===== config.mk =====
export PLATFORM = sky130hd
export DESIGN_NAME = game_flow_ctrl
export DESIGN_NICKNAME = d
export VERILOG_FILES = /design/src/rtl/game_flow_ctrl.sv
export SDC_FILE = /design/constraint.sdc
export NUM_CORES = 1
export LEC_CHECK = 0
export CAP_MARGIN = 20
export CORE_ASPECT_RATIO = 0.9
export CORE_MARGIN = 2
export CORE_UTILIZATION = 60
export CTS_CLUSTER_SIZE = 25
export DETAILED_ROUTE_END_ITERATION = 12
export DONT_BUFFER_PORTS = 1
export MAX_ROUTING_LAYER = met4
export PLACE_DENSITY = 0.82
export SLEW_MARGIN = 40
export SYNTH_ARGS = -nofsm -noshare
export SYNTH_HDL_FRONTEND = slang
export SYNTH_SLANG_ARGS = --single-unit

===== constraint.sdc =====
create_clock -name clk -period 2.6 [get_ports clk]
set_clock_uncertainty 0.2 [all_clocks]
set_input_delay 0.26 -clock clk [delete_from_list [all_inputs] [get_ports clk]]
set_output_delay 0.26 -clock clk [all_outputs]
set_load 0.02 [all_outputs]

===== src/rtl/game_flow_ctrl.sv =====
// Frogger game sequencer: tracks level and lives, walks the frame-paced
// death and level-up pauses, and drives freeze / respawn to the movers.
module game_flow_ctrl #(
  parameter int START_LIVES  = 3,
  parameter int MAX_LEVEL    = 9,
  parameter int DEATH_FRAMES = 60,
  parameter int LEVEL_FRAMES = 90
) (
  input  logic       clk,
  input  logic       reset,
  input  logic       frame_tick,
  input  logic       start_btn,
  input  logic       death_collision,
  input  logic       win_collision,
  output logic [3:0] current_level,
  output logic [1:0] lives,
  output logic       frog_respawn,
  output logic       freeze,
  output logic       game_over,
  output logic [2:0] state
);

  localparam logic [2:0] S_IDLE  = 3'd0;
  localparam logic [2:0] S_PLAY  = 3'd1;
  localparam logic [2:0] S_DYING = 3'd2;
  localparam logic [2:0] S_LVLUP = 3'd3;
  localparam logic [2:0] S_OVER  = 3'd4;

  localparam logic [1:0] LIVES_INIT = 2'(START_LIVES);
  localparam logic [3:0] LEVEL_TOP  = 4'(MAX_LEVEL);
  localparam logic [6:0] DEATH_LOAD = 7'(DEATH_FRAMES - 1);
  localparam logic [6:0] LEVEL_LOAD = 7'(LEVEL_FRAMES - 1);

  logic [6:0] timer;
  logic       start_prev;
  logic       start_edge;

  logic [2:0] state_n;
  logic [3:0] level_n;
  logic [1:0] lives_n;
  logic [6:0] timer_n;

  always_comb begin
    state_n    = state;
    level_n    = current_level;
    lives_n    = lives;
    timer_n    = timer;
    start_edge = start_btn & ~start_prev;
    case (state)
      S_IDLE, S_OVER: begin
        if (state == S_IDLE) level_n = 4'd0;
        if (start_edge) begin
          state_n = S_PLAY;
          lives_n = LIVES_INIT;
          level_n = 4'd1;
        end
      end
      S_PLAY: begin
        // Collisions only count on the frame boundary; death outranks win.
        if (frame_tick && death_collision) begin
          state_n = S_DYING;
          lives_n = lives - 2'd1;
          timer_n = DEATH_LOAD;
        end else if (frame_tick && win_collision) begin
          state_n = S_LVLUP;
          timer_n = LEVEL_LOAD;
        end
      end
      S_DYING: begin
        if (frame_tick) begin
          if (timer != 7'd0) timer_n = timer - 7'd1;
          else               state_n = (lives == 2'd0) ? S_OVER : S_PLAY;
        end
      end
      S_LVLUP: begin
        if (frame_tick) begin
          if (timer != 7'd0) begin
            timer_n = timer - 7'd1;
          end else begin
            state_n = S_PLAY;
            level_n = (current_level >= LEVEL_TOP) ? LEVEL_TOP : current_level + 4'd1;
          end
        end
      end
      default: begin
        state_n = S_IDLE;
        level_n = 4'd0;
      end
    endcase
  end

  // Outputs are registered from the next-state values so they line up with state.
  always_ff @(posedge clk) begin
    if (reset) begin
      state         <= S_IDLE;
      current_level <= 4'd0;
      lives         <= 2'd0;
      timer         <= 7'd0;
      start_prev    <= 1'b1;
      frog_respawn  <= 1'b0;
      freeze        <= 1'b1;
      game_over     <= 1'b0;
    end else begin
      state         <= state_n;
      current_level <= level_n;
      lives         <= lives_n;
      timer         <= timer_n;
      start_prev    <= start_btn;
      frog_respawn  <= (state_n == S_PLAY) && (state != S_PLAY);
      freeze        <= (state_n != S_PLAY);
      game_over     <= (state_n == S_OVER);
    end
  end

endmodule


==> flow_metrics.tcl, run 1 <==
set metrics [dict create \
    status "completed" \
    grt_start_max_net_pins 16 \
    worst_pin_slew_ns 0.6484 \
    min_period_over_period 0.8668 \
    tns_ns 0 \
    tritoncts "done" \
    synthMuxAreaShare 0.009423 \
    synth_nets 135 \
    clock_path_buffers 2 \
    path_class "reg2reg" \
    fillers 137 \
    leakagePower_uw 0.0004936 \
    clockRootBuffer "clkbuf_4" \
    stdcell_count 151 \
    num-nets-final 140 \
    hold_start "win_collision" \
    crit_path_start_kind "flip-flop" \
    boundaryPins 18 \
    multi_input_area_sq_um 608.1 \
    final_cell_mix "20 x dfxtp_1, 12 x nor2_1, 11 x inv_1, 7 x nand2_1, 7 x nor3_1" \
    syn_area_sq_um 1062 \
    cp.depth 6 \
    utilization 0.6970 \
    die_y_um 43.92 \
    power_uw 644.2 \
    gp_congestion 0.9113 \
    required_ns 2.63 \
    critPathBufInv 1 \
    hold_path_end "timer[6]" \
    ys_ff_latch 20 \
    hold_viol_final 0 \
    r2r_end "current_level[2]" \
    dr.pass1.iters 4 \
    async_reset_ff_frac 0 \
    slew_headroom 0.5632 \
    arrival_ns 2.28 \
    grt_pass1_vias 816 \
    postLayoutCellArea_sq_um 1160 \
    p_sw_uw 144.2 \
    seq_area_frac_synth 0.3769 \
    r2r-start "current_level[0]" \
    overflow 0 \
    holdPathStages 3 \
    synth_fa_ha_area_frac 0.07067 \
    seqPwrFrac 0.520 \
    synth_compound_area_frac 0.1590 \
    wirelength_mm 2.068 \
    htree_num_levels 1 \
    clock_latency_ns 0.30 \
    rsz0062_at_grt "no" \
    drv_slew 0 \
    max_freq_mhz 443.7 \
    synth.avg_cell_area_sq_um 8.636 \
    synthSimpleGateAreaFrac 0.3086 \
    post_cts_buffers 0 \
    hp-class "in2reg" \
    sw_frac_of_total 0.2238 \
    antenna_found_initial 0 \
    crit_path_max_incr_delay_ns 0.47 \
    dpl-instance-area_sq_um 1087 \
    setup_violations 0 \
    yosysWarnings 0 \
    power_density_nw_per_um2 555.4 \
    diodes 0 \
    drt-initial-drc-count 11 \
    ant_nets 0 \
    cp_cell_sequence "inv_1 > ha_1 > or3b_2 > a21o_1 > or4b_1 > a21oi_1" \
    clk_pin_slew_worst_paths_ns 0.10 \
    vias 889 \
    cp_max_fo 5 \
    track_usage 0.2228 \
    synthFlopType "dfxtp_1" \
    drive_above_1_share 0.07874 \
    p_comb_frac 0.096 \
    area_delta_synth_final_pct 9.187 \
    cts_buffers 3 \
    grt_pass1_wl_mm 3.484 \
    synth_edf_count 0 \
    final_common_cell "dfxtp_1" \
    cap_violations 0 \
    regToRegSetupSlack_ns 0.35 \
    numPortBuffers 0 \
    num_rows 14 \
    cts_resized 0 \
    p_int_uw 500.0 \
    numPlacedInstances 145 \
    cts.sinks 20 \
    clockPowerShare 0.384 \
    cp_top_family "simple AND/OR/NAND/NOR gates" \
    wl_per_cell_um 13.70 \
    start_util 0.6383 \
    period_needed_ns 2.254 \
    synth_top_family_by_area "simple AND/OR/NAND/NOR gates" \
    ff_latch_area_sq_um 400.4 \
    synth_xor_area_frac 0.02473 \
    fp.dieArea_sq_um 2123 \
    die_w_um 48.35 \
    synthesis.instances 123 \
    hpwlAfterDp_mm 1.500 \
    cp-end-kind "flip-flop" \
    route.detailed.drc 0 \
    yosys.cell_types.count 39 \
    critical_path.slowest_cell "or4b_1" \
    core_sq_um 1664 \
    via_per_inst 5.887 \
    worstRegToRegCells 6 \
    peakVddDrop_mv 0.5093 \
]
flip-flops by register name, summed over array words and instances (netlist names):
| register | count |
|---|---|
| frog_respawn | 1 |
| freeze | 1 |
| start_prev | 1 |
| state | 3 |
| timer | 7 |
| lives | 2 |
| current_level | 4 |
| game_over | 1 |
power groups by stage:
stage                     combinational [uW]  clock (uW)  sequential, uW
after CTS                               61.4         254             335
after detailed placement                54.8           0             342
final                                   61.7         247             335
after global routing                    70.2         265             337
after global placement                  53.4           0             342
after floorplan                         50.4           0             338
logic make-up (layout without fill, tap and decap cells):
group                    count (synthesis)  in the layout
XOR/XNOR                                 3              3
adder cells (fa/ha/maj)                  6              6
buffers and inverters                   14             18
AO/OA/AOI/OAI                           24             24
AND/OR/NAND/NOR                         55             55
multiplexers                             1              1
flip-flops                              20             20
layout make-up:
| class | count | area share |
|---|---|---|
| repair buffers | 3 | 0.02373 |
| well taps | 24 | 0.02589 |
| clock buffers | 3 | 0.01942 |
| inverters | 11 | 0.03560 |
| clock inverters | 1 | 0.02589 |
| multi-input cells | 89 | 0.5243 |
| flip-flops and latches | 20 | 0.3452 |
worst reg2reg max path, cell delays in order, from the launching register on:
cell and delay, ns:
dfxtp_1 0.43, inv_1 0.15, ha_1 0.15, or3b_2 0.45, a21o_1 0.22, or4b_1 0.47
a21oi_1 0.13
worst max path at each step:
stage	from	endpoint	slack, ns
floorplan	current_level[1]	current_level[2]	0.39
finish	current_level[0]	current_level[2]	0.35
CTS	current_level[0]	current_level[2]	0.37
global route	current_level[0]	current_level[2]	0.25
global placement	current_level[0]	current_level[2]	0.46
detailed placement	current_level[0]	current_level[2]	0.38
cells in the mapped netlist (2+ instances only):
cell       n  area, sq um
clkbuf_1   2        7.510
nand2b_1   3        18.77
inv_1     11        41.29
a211oi_1   4        30.03
o21ai_0    3        15.01
or2_2      2        12.51
a21oi_1    6        30.03
o311a_1    2        20.02
nand2_1    7        26.28
and2_1     4        25.02
nor3_1     7        35.03
nor2b_1    3        18.77
xor2_1     3        26.28
ha_1       6        75.07
nor4_1     2        12.51
or4_1      2        15.01
nand3b_1   3        22.52
nand3_1    2        10.01
nor2_1    12        45.04
dfxtp_1   20        400.4
metrics by stage:
step	setup slack (ns)	hold WS (ns)
finish	0.3463	0.07997
global route	0.2532	0.06538
CTS	0.3654	0.06072
floorplan	0.3878	0.1382
global placement	0.4633	0.1317
detailed placement	0.3795	0.1321
routing by layer:
metal  vias to the layer above  global-route usage  part of all wire
li1                        450                   -                 -
met1                       413              0.2505              0.46
met2                        24              0.3944              0.48
met3                         2             0.06897             0.048
met4                         0             0.05143            0.0068
met5                         -                   -                 0
what timing repair did:
item	CTS	global route
endpoints found under the setup margin	0	0
hold buffers	2	0
endpoints found under the hold margin	19	0
(Power assumes the default switching activity.)
==> run 2: changes to the inputs <==
- CORE_ASPECT_RATIO: 0.9 -> unset
==> run 2 against run 1 <==
Against the previous run: sequential power about the same; global-route usage down 1.2 points; register-to-register slack better by 0.04 ns; critical endpoint unchanged.
==> flow_metrics.tcl, run 2 (synthesis gave the netlist of run 1 again) <==
set metrics [dict create \
    dpl-instance-area_sq_um 1079 \
    largest_registers "timer x7, current_level x4, state x3" \
    final_common_cell "dfxtp_1" \
    power_density_nw_per_um2 477.4 \
    track_usage 0.2107 \
    cts_buffers 3 \
    antenna_found_initial 0 \
    cp-end-kind "flip-flop" \
    gp_congestion 0.8852 \
    diodes 0 \
    clockPowerShare 0.262 \
    die_y_um 46.08 \
    cp_max_fo 5 \
    largest_reg_flops 7 \
    route.detailed.drc 0 \
    cts.sinks 20 \
    tns_ns 0 \
    min_period_over_period 0.8509 \
    clock_latency_ns 0.29 \
    start_util 0.6289 \
    htree_num_levels 1 \
    worst_pin_slew_ns 0.7206 \
    regToRegSetupSlack_ns 0.39 \
    ant_nets 0 \
    grt_pass1_vias 777 \
    required_ns 2.62 \
    leakagePower_uw 0.0004794 \
    vias 887 \
    setup_violations 0 \
    clock_path_buffers 2 \
    r2r_end "current_level[2]" \
    drive_above_1_share 0.07143 \
    rsz0062_at_grt "no" \
    arrival_ns 2.23 \
    seqPwrFrac 0.625 \
    core_sq_um 1689 \
    final_cell_mix "20 x dfxtp_1, 12 x nor2_1, 11 x inv_1, 7 x nand2_1, 7 x nor3_1" \
    postLayoutCellArea_sq_um 1121 \
    num-nets-final 140 \
    crit_path_start_kind "flip-flop" \
    path_class "reg2reg" \
    drt-initial-drc-count 22 \
    hold_viol_final 0 \
    post_cts_buffers 0 \
    r2r-start "current_level[0]" \
    crit_path_end "current_level[2]" \
    multi_input_area_sq_um 608.1 \
    startpoint "current_level[0]" \
    grt_start_max_net_pins 16 \
    dr.pass1.iters 4 \
    num_rows 15 \
    peakVddDrop_mv 0.3370 \
    overflow 0 \
    die_w_um 46.08 \
    sw_frac_of_total 0.2573 \
    clk_pin_slew_worst_paths_ns 0.11 \
    period_needed_ns 2.212 \
    via_per_inst 6.203 \
    boundaryPins 18 \
    area_delta_synth_final_pct 5.536 \
    status "completed" \
    cap_violations 0 \
    regMostFlops "timer" \
    numPortBuffers 0 \
    stdcell_count 143 \
    ff_latch_area_sq_um 400.4 \
    hpwlAfterDp_mm 1.467 \
    fp.dieArea_sq_um 2123 \
    worstRegToRegCells 6 \
    drv_slew 0 \
    numPlacedInstances 138 \
    wl_per_cell_um 13.42 \
    fillers 140 \
    cts_resized 0 \
    wirelength_mm 1.919 \
    hp-class "in2reg" \
    p_comb_frac 0.112 \
    slew_headroom 0.5145 \
    tritoncts "done" \
    p_int_uw 397.5 \
    clockRootBuffer "clkbuf_4" \
    p_sw_uw 137.7 \
    max_freq_mhz 452.0 \
    grt_pass1_wl_mm 3.167 \
]
[run 2: worst max-delay path, cell delays in order, from the launching register on]
cell     delay [ns]
dfxtp_1        0.42
inv_1          0.13
ha_1           0.14
or3b_2         0.45
a21o_1         0.22
or4b_1         0.47
a21oi_1        0.12
[run 2: layout make-up]
class / count / area share
timing repair buffer: 3 / 0.02455
clock buffer: 3 / 0.02009
tap: 17 / 0.01897
multi-input combinational: 89 / 0.5424
sequential: 20 / 0.3571
inverter: 11 / 0.03683
[run 2: power groups by stage]
| stage | sequential [uW] | combinational, uW | clock (uW) |
|---|---|---|---|
| 6_report | 335 | 60.2 | 140 |
| 5_1_grt | 337 | 68.5 | 154 |
| 4_1_cts | 335 | 60.4 | 146 |
| 3_5_place_dp | 342 | 54.3 | 0 |
| 3_3_place_gp | 341 | 53.0 | 0 |
| 2_1_floorplan | 338 | 50.4 | 0 |
[run 2: worst min path at each step]
stage                       endpoint           from  cells after the start
global route                timer[0]     frame_tick                      2
finish                      timer[6]  win_collision                      3
CTS                         timer[6]  win_collision                      3
detailed placement          timer[3]          reset                      1
global placement    current_level[2]          reset                      1
floorplan           current_level[3]          reset                      1
[run 2: metal layers]
metal | track usage | up-vias | share of wire | wire length [um]
met2 | 0.3222 | 22 | 0.49 | 933
met3 | 0.03529 | 2 | 0.046 | 89
met1 | 0.2749 | 408 | 0.46 | 884
li1 | - | 455 | - | -
met5 | - | - | 0 | 0
met4 | 0.08571 | 0 | 0.0063 | 12
[run 2: metrics by stage]
step	utilization	total power, uW	worst slack, ns	hold WS [ns]
after floorplan	-	388.0	0.3878	0.1382
after global placement	0.6385	394.5	0.4555	0.1313
after detailed placement	0.6385	396.3	0.4117	0.1337
after CTS	0.6637	541.6	0.3828	0.06727
after global routing	0.6637	559.3	0.2464	0.08855
final	0.6637	535.3	0.3877	0.06355
[run 2: timing repair]
action | 4_1_cts | 5_1_grt
hold buffers | 2 | 0
setup endpoints to repair | 0 | 0
hold endpoints to repair | 18 | 0
==> run 3: changes to the inputs <==
- PLACE_DENSITY: 0.82 -> 0.76
==> run 3 against run 2 <==
Against the previous run: cell count is 0.70% higher; critical path depth stayed put; first-iteration DRC count is 50% lower; via count is 0.11% higher; critical path type unchanged.
==> flow_metrics.tcl, run 3 (synthesis gave the netlist of run 1 again) <==
set metrics [dict create \
    wl_per_cell_um 14.87 \
    boundaryPins 18 \
    clockPowerShare 0.389 \
    path_class "reg2reg" \
    setup_violations 0 \
    drive_above_1_share 0.07874 \
    seqPwrFrac 0.516 \
    stdcell_count 144 \
    num-nets-final 140 \
    cp_cell_sequence "inv_1 > ha_1 > or3b_2 > a21o_1 > or4b_1 > a21oi_1" \
    arrival_ns 2.27 \
    numPlacedInstances 138 \
    rsz0062_at_grt "no" \
    worst_pin_slew_ns 0.7294 \
    required_ns 2.65 \
    clockRootBuffer "clkbuf_4" \
    largest_reg_flops 7 \
    regToRegSetupSlack_ns 0.37 \
    period_needed_ns 2.226 \
    drt-initial-drc-count 11 \
    clock_latency_ns 0.31 \
    cts_buffers 3 \
    tritoncts "done" \
    p_sw_uw 148.8 \
    die_y_um 46.08 \
    num_rows 15 \
    leakagePower_uw 0.0004936 \
    status "completed" \
    route.detailed.drc 0 \
    p_comb_frac 0.095 \
    numPortBuffers 0 \
    cp_top_family "simple AND/OR/NAND/NOR gates" \
    overflow 0 \
    clk_pin_slew_worst_paths_ns 0.12 \
    hp-class "in2reg" \
    critPathBufInv 1 \
    grt_start_max_net_pins 16 \
    max_freq_mhz 449.3 \
    cp-end-kind "flip-flop" \
    cts.sinks 20 \
    crit_path_start_kind "flip-flop" \
    largest_registers "timer x7, current_level x4, state x3" \
    final_cell_mix "20 x dfxtp_1, 12 x nor2_1, 11 x inv_1, 7 x nand2_1, 7 x nor3_1" \
    clock_path_buffers 2 \
    cap_violations 0 \
    die_w_um 46.08 \
    core_sq_um 1689 \
    regMostFlops "timer" \
    crit_path_end "current_level[2]" \
    grt_pass1_vias 868 \
    ant_nets 0 \
    startpoint "current_level[0]" \
    tns_ns 0 \
    gp_congestion 0.8813 \
    antenna_found_initial 0 \
    p_int_uw 500.0 \
    r2r-start "current_level[0]" \
    final_common_cell "dfxtp_1" \
    slew_headroom 0.5086 \
    diodes 0 \
    hold_viol_final 0 \
    start_util 0.6289 \
    critical_path.slowest_cell "or4b_1" \
    htree_num_levels 1 \
    crit_path_max_incr_delay_ns 0.47 \
    hpwlAfterDp_mm 1.563 \
    dr.pass1.iters 4 \
    worstRegToRegCells 6 \
    fp.dieArea_sq_um 2123 \
    peakVddDrop_mv 0.4156 \
    sw_frac_of_total 0.2293 \
    power_density_nw_per_um2 563.6 \
    cp.depth 6 \
    min_period_over_period 0.8560 \
    via_per_inst 6.167 \
    drv_slew 0 \
    r2r_end "current_level[2]" \
    wirelength_mm 2.141 \
    cp_max_fo 5 \
    fillers 146 \
    track_usage 0.2492 \
    area_delta_synth_final_pct 8.362 \
    vias 888 \
    grt_pass1_wl_mm 3.663 \
]
==> run 3: changes by cell type in the layout (fill, tap and decap cells not counted), sizes merged <==
cell    before  now
bufinv       0    1
==> run 3: timing repair <==
action	4_1_cts	5_1_grt
endpoints found under the setup margin	0	0
setup buffers	0	0
resized for setup	0	0
hold buffers	2	0
endpoints found under the hold margin	19	0
==> run 3: how the worst min path moves through the flow <==
stage                     from               end  slack, ns  cells after the start
floorplan                reset  current_level[3]       0.14                      1
global placement         reset          timer[3]       0.13                      1
detailed placement       reset          timer[3]       0.13                      1
CTS                 frame_tick          timer[0]       0.08                      2
global route        frame_tick          timer[0]       0.07                      2
finish              frame_tick          timer[0]       0.08                      2
==> run 3: layout make-up <==
cell class / instances / area, sq um / area share
well taps: 17 / 21.27 / 0.01848
clock inverters: 1 / 30.03 / 0.02609
clock buffers: 3 / 22.52 / 0.01957
repair buffers: 3 / 27.53 / 0.02391
inverters: 11 / 41.29 / 0.03587
flip-flops and latches: 20 / 400.4 / 0.3478
multi-input cells: 89 / 608.1 / 0.5283
==> run 3: per-stage QoR <==
stage	power (uW)	setup WS [ns]	instance area [sq um]	utilization	hold slack, ns
floorplan	388.0	0.3878	1062	-	0.1382
global placement	394.6	0.4519	1079	0.6385	0.1313
detailed placement	397.4	0.3974	1079	0.6385	0.1331
CTS	655.2	0.3662	1151	0.6815	0.07647
global route	679.0	0.2316	1151	0.6815	0.07018
finish	648.8	0.3744	1151	0.6815	0.08442
==> run 3: layer usage <==
| metal | up-vias | track usage | routed length, um |
|---|---|---|---|
| li1 | 451 | - | - |
| met1 | 411 | 0.2971 | 991 |
| met2 | 22 | 0.3833 | 1023 |
| met3 | 4 | 0.08235 | 97 |
| met4 | 0 | 0.1029 | 28 |
| met5 | - | - | 0 |
==> run 3: power by group through the flow <==
stage	clock (uW)	combinational, uW	sequential, uW
after global routing	271	70.9	337
final	252	61.4	335
after CTS	258	61.9	335
after floorplan	0	50.4	338
after global placement	0	53.2	341
after detailed placement	0	55.5	342
